<file path="src/rtl/id_stage_pipe.sv">
// RV32I decode stage: register file with write-back bypass, control/immediate decode,
// load-use hazard detection and a valid/ready ID/EX output register.
module id_stage_pipe #(
  parameter int XLEN   = 32,
  parameter int NREG   = 32,
  parameter bit BYPASS = 1'b1
) (
  input  logic            clock,
  input  logic            reset,
  input  logic            in_valid,
  output logic            in_ready,
  input  logic [31:0]     inst,
  input  logic [XLEN-1:0] pc,
  input  logic            flush,
  input  logic            wb_en,
  input  logic [4:0]      wb_addr,
  input  logic [XLEN-1:0] wb_data,
  output logic            out_valid,
  input  logic            out_ready,
  output logic [10:0]     out_controls,
  output logic            out_reg_write,
  output logic [1:0]      out_inst_size,
  output logic [XLEN-1:0] out_reg_a,
  output logic [XLEN-1:0] out_reg_b,
  output logic [XLEN-1:0] out_imm,
  output logic [XLEN-1:0] out_pc,
  output logic [4:0]      out_rd,
  output logic            hazard_stall
);
  localparam int AW = $clog2(NREG);

  localparam logic [6:0] OP_LUI    = 7'b0110111;
  localparam logic [6:0] OP_AUIPC  = 7'b0010111;
  localparam logic [6:0] OP_JAL    = 7'b1101111;
  localparam logic [6:0] OP_JALR   = 7'b1100111;
  localparam logic [6:0] OP_BRANCH = 7'b1100011;
  localparam logic [6:0] OP_LOAD   = 7'b0000011;
  localparam logic [6:0] OP_STORE  = 7'b0100011;
  localparam logic [6:0] OP_IMM    = 7'b0010011;
  localparam logic [6:0] OP_OP     = 7'b0110011;

  logic [6:0]      opcode;
  logic [2:0]      funct3;
  logic [4:0]      rs1, rs2, rd;
  logic            mem_read, mem_write, alu_src, reg_write, uses_rs1, uses_rs2;
  logic [1:0]      mem_to_reg, jump, inst_size;
  logic [3:0]      alu_op;
  logic [31:0]     imm32;
  logic [XLEN-1:0] imm_x, reg_a, reg_b;
  logic [XLEN-1:0] rf [NREG];
  logic            adv, accept;

  assign opcode = inst[6:0];
  assign rd     = inst[11:7];
  assign funct3 = inst[14:12];
  assign rs1    = inst[19:15];
  assign rs2    = inst[24:20];

  function automatic logic addr_ok(input logic [4:0] a);
    return (a != 5'd0) && (int'(a) < NREG);
  endfunction

  // alu_op: {inst[30],funct3} for ALU ops, 0000 add for address/link, 1000 compare, 1111 pass imm
  always_comb begin
    mem_read   = 1'b0;
    mem_write  = 1'b0;
    alu_src    = 1'b0;
    mem_to_reg = 2'b00;
    jump       = 2'b00;
    alu_op     = 4'b0000;
    reg_write  = 1'b0;
    inst_size  = 2'b00;
    uses_rs1   = 1'b1;
    uses_rs2   = 1'b0;
    imm32      = 32'd0;
    case (opcode)
      OP_LUI: begin
        alu_src = 1'b1; alu_op = 4'b1111; reg_write = 1'b1; uses_rs1 = 1'b0;
        imm32 = {inst[31:12], 12'd0};
      end
      OP_AUIPC: begin
        alu_src = 1'b1; reg_write = 1'b1; uses_rs1 = 1'b0;
        imm32 = {inst[31:12], 12'd0};
      end
      OP_JAL: begin
        alu_src = 1'b1; mem_to_reg = 2'b10; jump = 2'b10; reg_write = 1'b1; uses_rs1 = 1'b0;
        imm32 = {{11{inst[31]}}, inst[31], inst[19:12], inst[20], inst[30:21], 1'b0};
      end
      OP_JALR: begin
        alu_src = 1'b1; mem_to_reg = 2'b10; jump = 2'b11; reg_write = 1'b1;
        imm32 = {{20{inst[31]}}, inst[31:20]};
      end
      OP_BRANCH: begin
        jump = 2'b01; alu_op = 4'b1000; uses_rs2 = 1'b1;
        imm32 = {{19{inst[31]}}, inst[31], inst[7], inst[30:25], inst[11:8], 1'b0};
      end
      OP_LOAD: begin
        mem_read = 1'b1; alu_src = 1'b1; mem_to_reg = 2'b01; reg_write = 1'b1;
        inst_size = funct3[1:0];
        imm32 = {{20{inst[31]}}, inst[31:20]};
      end
      OP_STORE: begin
        mem_write = 1'b1; alu_src = 1'b1; uses_rs2 = 1'b1; inst_size = funct3[1:0];
        imm32 = {{20{inst[31]}}, inst[31:25], inst[11:7]};
      end
      OP_IMM: begin
        alu_src = 1'b1; reg_write = 1'b1;
        alu_op = {(funct3 == 3'b101) & inst[30], funct3};
        imm32 = {{20{inst[31]}}, inst[31:20]};
      end
      OP_OP: begin
        reg_write = 1'b1; uses_rs2 = 1'b1; alu_op = {inst[30], funct3};
      end
      default: ;
    endcase
  end

  assign imm_x = XLEN'($signed(imm32));

  always_ff @(posedge clock or posedge reset) begin
    if (reset) begin
      for (int i = 0; i < NREG; i++) rf[i] <= '0;
    end else if (wb_en && addr_ok(wb_addr)) begin
      rf[wb_addr[AW-1:0]] <= wb_data;
    end
  end

  always_comb begin
    reg_a = '0;
    if (addr_ok(rs1)) begin
      if (BYPASS && wb_en && (wb_addr == rs1)) reg_a = wb_data;
      else                                      reg_a = rf[rs1[AW-1:0]];
    end
  end

  always_comb begin
    reg_b = '0;
    if (addr_ok(rs2)) begin
      if (BYPASS && wb_en && (wb_addr == rs2)) reg_b = wb_data;
      else                                      reg_b = rf[rs2[AW-1:0]];
    end
  end

  assign hazard_stall = in_valid & out_valid & out_controls[10] & (out_rd != 5'd0) &
                        ((uses_rs1 & (rs1 == out_rd)) | (uses_rs2 & (rs2 == out_rd)));

  // A transfer happens on an edge where valid and ready are both high; the ID/EX register
  // frees when EX takes it or when it is empty, and a loaded entry holds until out_ready.
  assign adv      = out_ready | ~out_valid;
  assign in_ready = adv & ~hazard_stall & ~flush;
  assign accept   = in_valid & in_ready;

  always_ff @(posedge clock or posedge reset) begin
    if (reset) begin
      out_valid     <= 1'b0;
      out_controls  <= '0;
      out_reg_write <= 1'b0;
      out_inst_size <= '0;
      out_reg_a     <= '0;
      out_reg_b     <= '0;
      out_imm       <= '0;
      out_pc        <= '0;
      out_rd        <= '0;
    end else if (flush) begin
      out_valid <= 1'b0;
    end else if (accept) begin
      out_valid     <= 1'b1;
      out_controls  <= {mem_read, mem_write, alu_src, mem_to_reg, jump, alu_op};
      out_reg_write <= reg_write;
      out_inst_size <= inst_size;
      out_reg_a     <= reg_a;
      out_reg_b     <= reg_b;
      out_imm       <= imm_x;
      out_pc        <= pc;
      out_rd        <= rd;
    end else if (out_ready) begin
      out_valid <= 1'b0;
    end
  end
endmodule

</file>
<file path="config.mk">
export PLATFORM = sky130hd
export DESIGN_NAME = id_stage_pipe
export DESIGN_NICKNAME = d
export VERILOG_FILES = /design/src/rtl/id_stage_pipe.sv
export SDC_FILE = /design/constraint.sdc
export NUM_CORES = 2
export LEC_CHECK = 0
export ABC_AREA = 1
export CELL_PAD_IN_SITES_DETAIL_PLACEMENT = 1
export CELL_PAD_IN_SITES_GLOBAL_PLACEMENT = 1
export CORE_MARGIN = 1
export CORE_UTILIZATION = 45
export CTS_CLUSTER_DIAMETER = 80
export DETAILED_ROUTE_END_ITERATION = 10
export PLACE_DENSITY_LB_ADDON = 0.12
export SLEW_MARGIN = 40
export SYNTH_ARGS = -nofsm -noshare
export SYNTH_HDL_FRONTEND = slang
export SYNTH_SLANG_ARGS = --single-unit
</file>
<file path="constraint.sdc">
create_clock -name clock -period 51.9 [get_ports clock]
set_input_delay 7.785 -clock clock [delete_from_list [all_inputs] [get_ports clock]]
set_output_delay 7.785 -clock clock [all_outputs]
set_load 0.05 [all_outputs]
</file>
==> reports/metrics.cfg <==
[run_status]
status = completed

[detailed_routing]
drc = 0
dr.pass1.iters = 6
viasPerCell = 6.105
postRouteAntennaNets = 0
vias = 65920
drt-total-wl_mm = 283.9
wire_per_inst_um = 26.30
drt_iter0_drc = 7126

[synthesis]
synth.top_cell.area_share_pct = 46.03
synth-seq-cells = 1171
synthCells = 9062
ys.flop_type = dfrtp_1
ys_types = 33
syn-mean-instance-area_sq_um = 7.024
yosysSeqAreaShare_pct = 46.03
ys_top_cells_by_area = dfrtp_1 46%, nand2_1 18%, o21ai_0 11%
synthTopCellsByCount = 3032 x nand2_1, 1351 x o21ai_0, 1171 x dfrtp_1, 708 x nor2_1, 670 x nand3_1
synth.most_common_cell = nand2_1
synth_edf_count = 0
synth_area_sq_um = 63650
synth_nets = 9169
yosys_warnings = 0
async_flop_share_pct = 100.0
synth_top_cell_by_area = dfrtp_1

[sta]
finClkSkew_ns = 0.02475
setup_viol = 0
maxSlewHeadroom_pct = 34.19
finalMaxSlewViolations = 0
layout_min_cycle_time_ns = 18.50
finalSetupTns_ns = 0
post-route-period-util_pct = 35.65
rsz0062_at_grt = no
max_freq_ghz = 0.05405
tightest_slew_ns = 0.9872
hold_viol = 0
timing.final.ws_setup_ns = 33.40

[clock_tree]
clkLatencyLatePin_ns = 0.79
cts_num_sinks = 1171
clk_pin_slew_ns = 0.05
clk_path_buf_depth = 3
h-tree-depth = 4
post_cts_resize_count = 0
cts_tree = yes
cts-root-buf = clkbuf_16
cts-buffers-inserted = 143
cts_setup_buffers = 0
post_cts_hold_buffer_count = 0

[power_and_ir_drop]
power_density_nw_per_um2 = 39.32
p_int_mw = 1.888
clkPwrFrac_pct = 36.6
irDropWorstVdd_v = 0.00003270
combPwrFrac_pct = 21.2
seqPwrFrac_pct = 42.2
switching_share_pct = 33.36
switchingPower_mw = 0.9449
leakagePower_nw = 33.56

[global_routing]
grt_max_degree = 186
grt_pass1_wl_mm = 423.3
grt_overflow_total = 0
first_global_vias = 64860
grt_use_total_pct = 39.46
grt_antenna_before_repair = 22

[setup_path]
cp.required_ns = 44.11
path_buf_inv = 3
cp.arrival_ns = 10.72
start_kind = primary input
crit_path_end_kind = output pin
crit_chain = clkdlybuf4s50_1 -> inv_2 -> nand3_1 -> nor2_2 -> nor2_4 -> nand3_1 -> nand2_1 -> nand2_1 -> nand2_1 -> nor2_1 -> clkdlybuf4s50_1
path_delay_family = buffers and inverters
crit_type = in -> out
path_max_fanout = 13
slowest_stage = clkdlybuf4s50_1
cpMostUsedCell = nand2_1
slowest_delay_ns = 0.83

[floorplanning]
dieArea_sq_um = 143000
initial_core_util_pct = 45.51
die_h_um = 378.1
die_x_um = 378.1
io_pins = 257
coreArea_sq_um = 139900
num_rows = 137

[worst_hold_path]
hp-class = reg -> reg

[finish]
drive_gt1_share_pct = 5.377
fin_area_sq_um = 72040
layout.nets = 8910
syn2layout_area_growth_pct = 13.18
seqCellArea_sq_um = 29300
num-fill-cells = 17680
final_util_pct = 51.51
multi_input_area_sq_um = 29750

[place]
dp_hpwl_mm = 161.0
dp_slack_ns = 33.48
port_buffers = 256
place_congestion = 0.8982
place_area_sq_um = 67100

[job]
maxCapViolations = 0

==> kinds of logic (layout without fill, tap and decap cells) <==
group	count (synthesis)	in the layout	share of synthesized area, %
simple gates	4547	4547	28.77
compound gates	2087	2087	17.41
flops	1171	1171	46.03
xor+xnor	3	3	0.04129
buf+inv	1254	1100	7.748
other cells	0	13	0
==> layer usage <==
layer  global-route usage, %  share of wire, %  wire, um  up-vias
met5                       0             0.046       132        -
met1                   53.24                41    117000    33060
met2                   60.37                44    125700     3107
met4                   18.11               4.8     13710       20
met3                   8.688               9.6     27350      826
li1                        -                 -         -    28910
==> layout by cell type (no fill, tap or decap), drive strengths merged, types with 17 or more instances in the layout <==
cell	Yosys	layout
a21oi	380	380
buf	224	143
clkbuf	570	211
clkdlybuf4s50	0	246
clkinv	2	35
dfrtp	1171	1171
inv	458	453
nand2	3032	3032
nand3	672	672
nand4	69	69
nor2	717	717
nor3	17	17
o211ai	235	235
o21ai	1454	1454
or2	34	34
==> registers in the layout, indices dropped and copies added (netlist names), 2 cells and up <==
register and count:
rf 1024, out_imm 32, out_pc 32, out_reg_a 32, out_reg_b 32, out_controls 10, out_rd 5, out_inst_size 2
==> area by class of cell <==
cell class / instances / area share (%)
Inverter: 460 / 2.450
Sequential cell: 1171 / 40.67
Tap cell: 1876 / 3.258
Clock buffer: 210 / 5.943
Timing Repair Buffer: 390 / 5.651
Multi-Input combinational cell: 6637 / 41.30
Antenna cell: 13 / 0.04515
Clock inverter: 40 / 0.6773
==> metrics by stage <==
stage / instances / power (mW) / hold WS, ns
after floorplan: 9062 / 1.579 / 0.4431
after global placement: 10520 / 1.753 / 0.3838
after detailed placement: 10530 / 1.789 / 0.3892
after CTS: 10780 / 2.823 / 0.4020
after global routing: 10790 / 2.956 / 0.4091
final: 10800 / 2.832 / 0.4024
==> power groups by stage <==
stage / combinational [mW] / clock [mW] / sequential, mW
after floorplan: 0.351 / 0 / 1.23
after global placement: 0.559 / 0 / 1.19
after detailed placement: 0.586 / 0 / 1.20
after CTS: 0.592 / 1.04 / 1.19
after global routing: 0.666 / 1.08 / 1.21
final: 0.600 / 1.04 / 1.20
==> worst paths after layout <==
path                       startpoint            to  slack (ns)  depth (start not counted)
max                           inst[6]      in_ready       33.40                         11
min                           rf[996]       rf[996]        0.40                          0
max reg2reg                 out_rd[0]  out_reg_b[1]       48.62                         13
min reg2reg                   rf[996]       rf[996]        0.40                          0
max in group asynchronous       reset       rf[839]       41.61                          7
min in group asynchronous       reset       rf[506]        7.50                          2
Note: power is estimated with default switching activity, not from simulation.
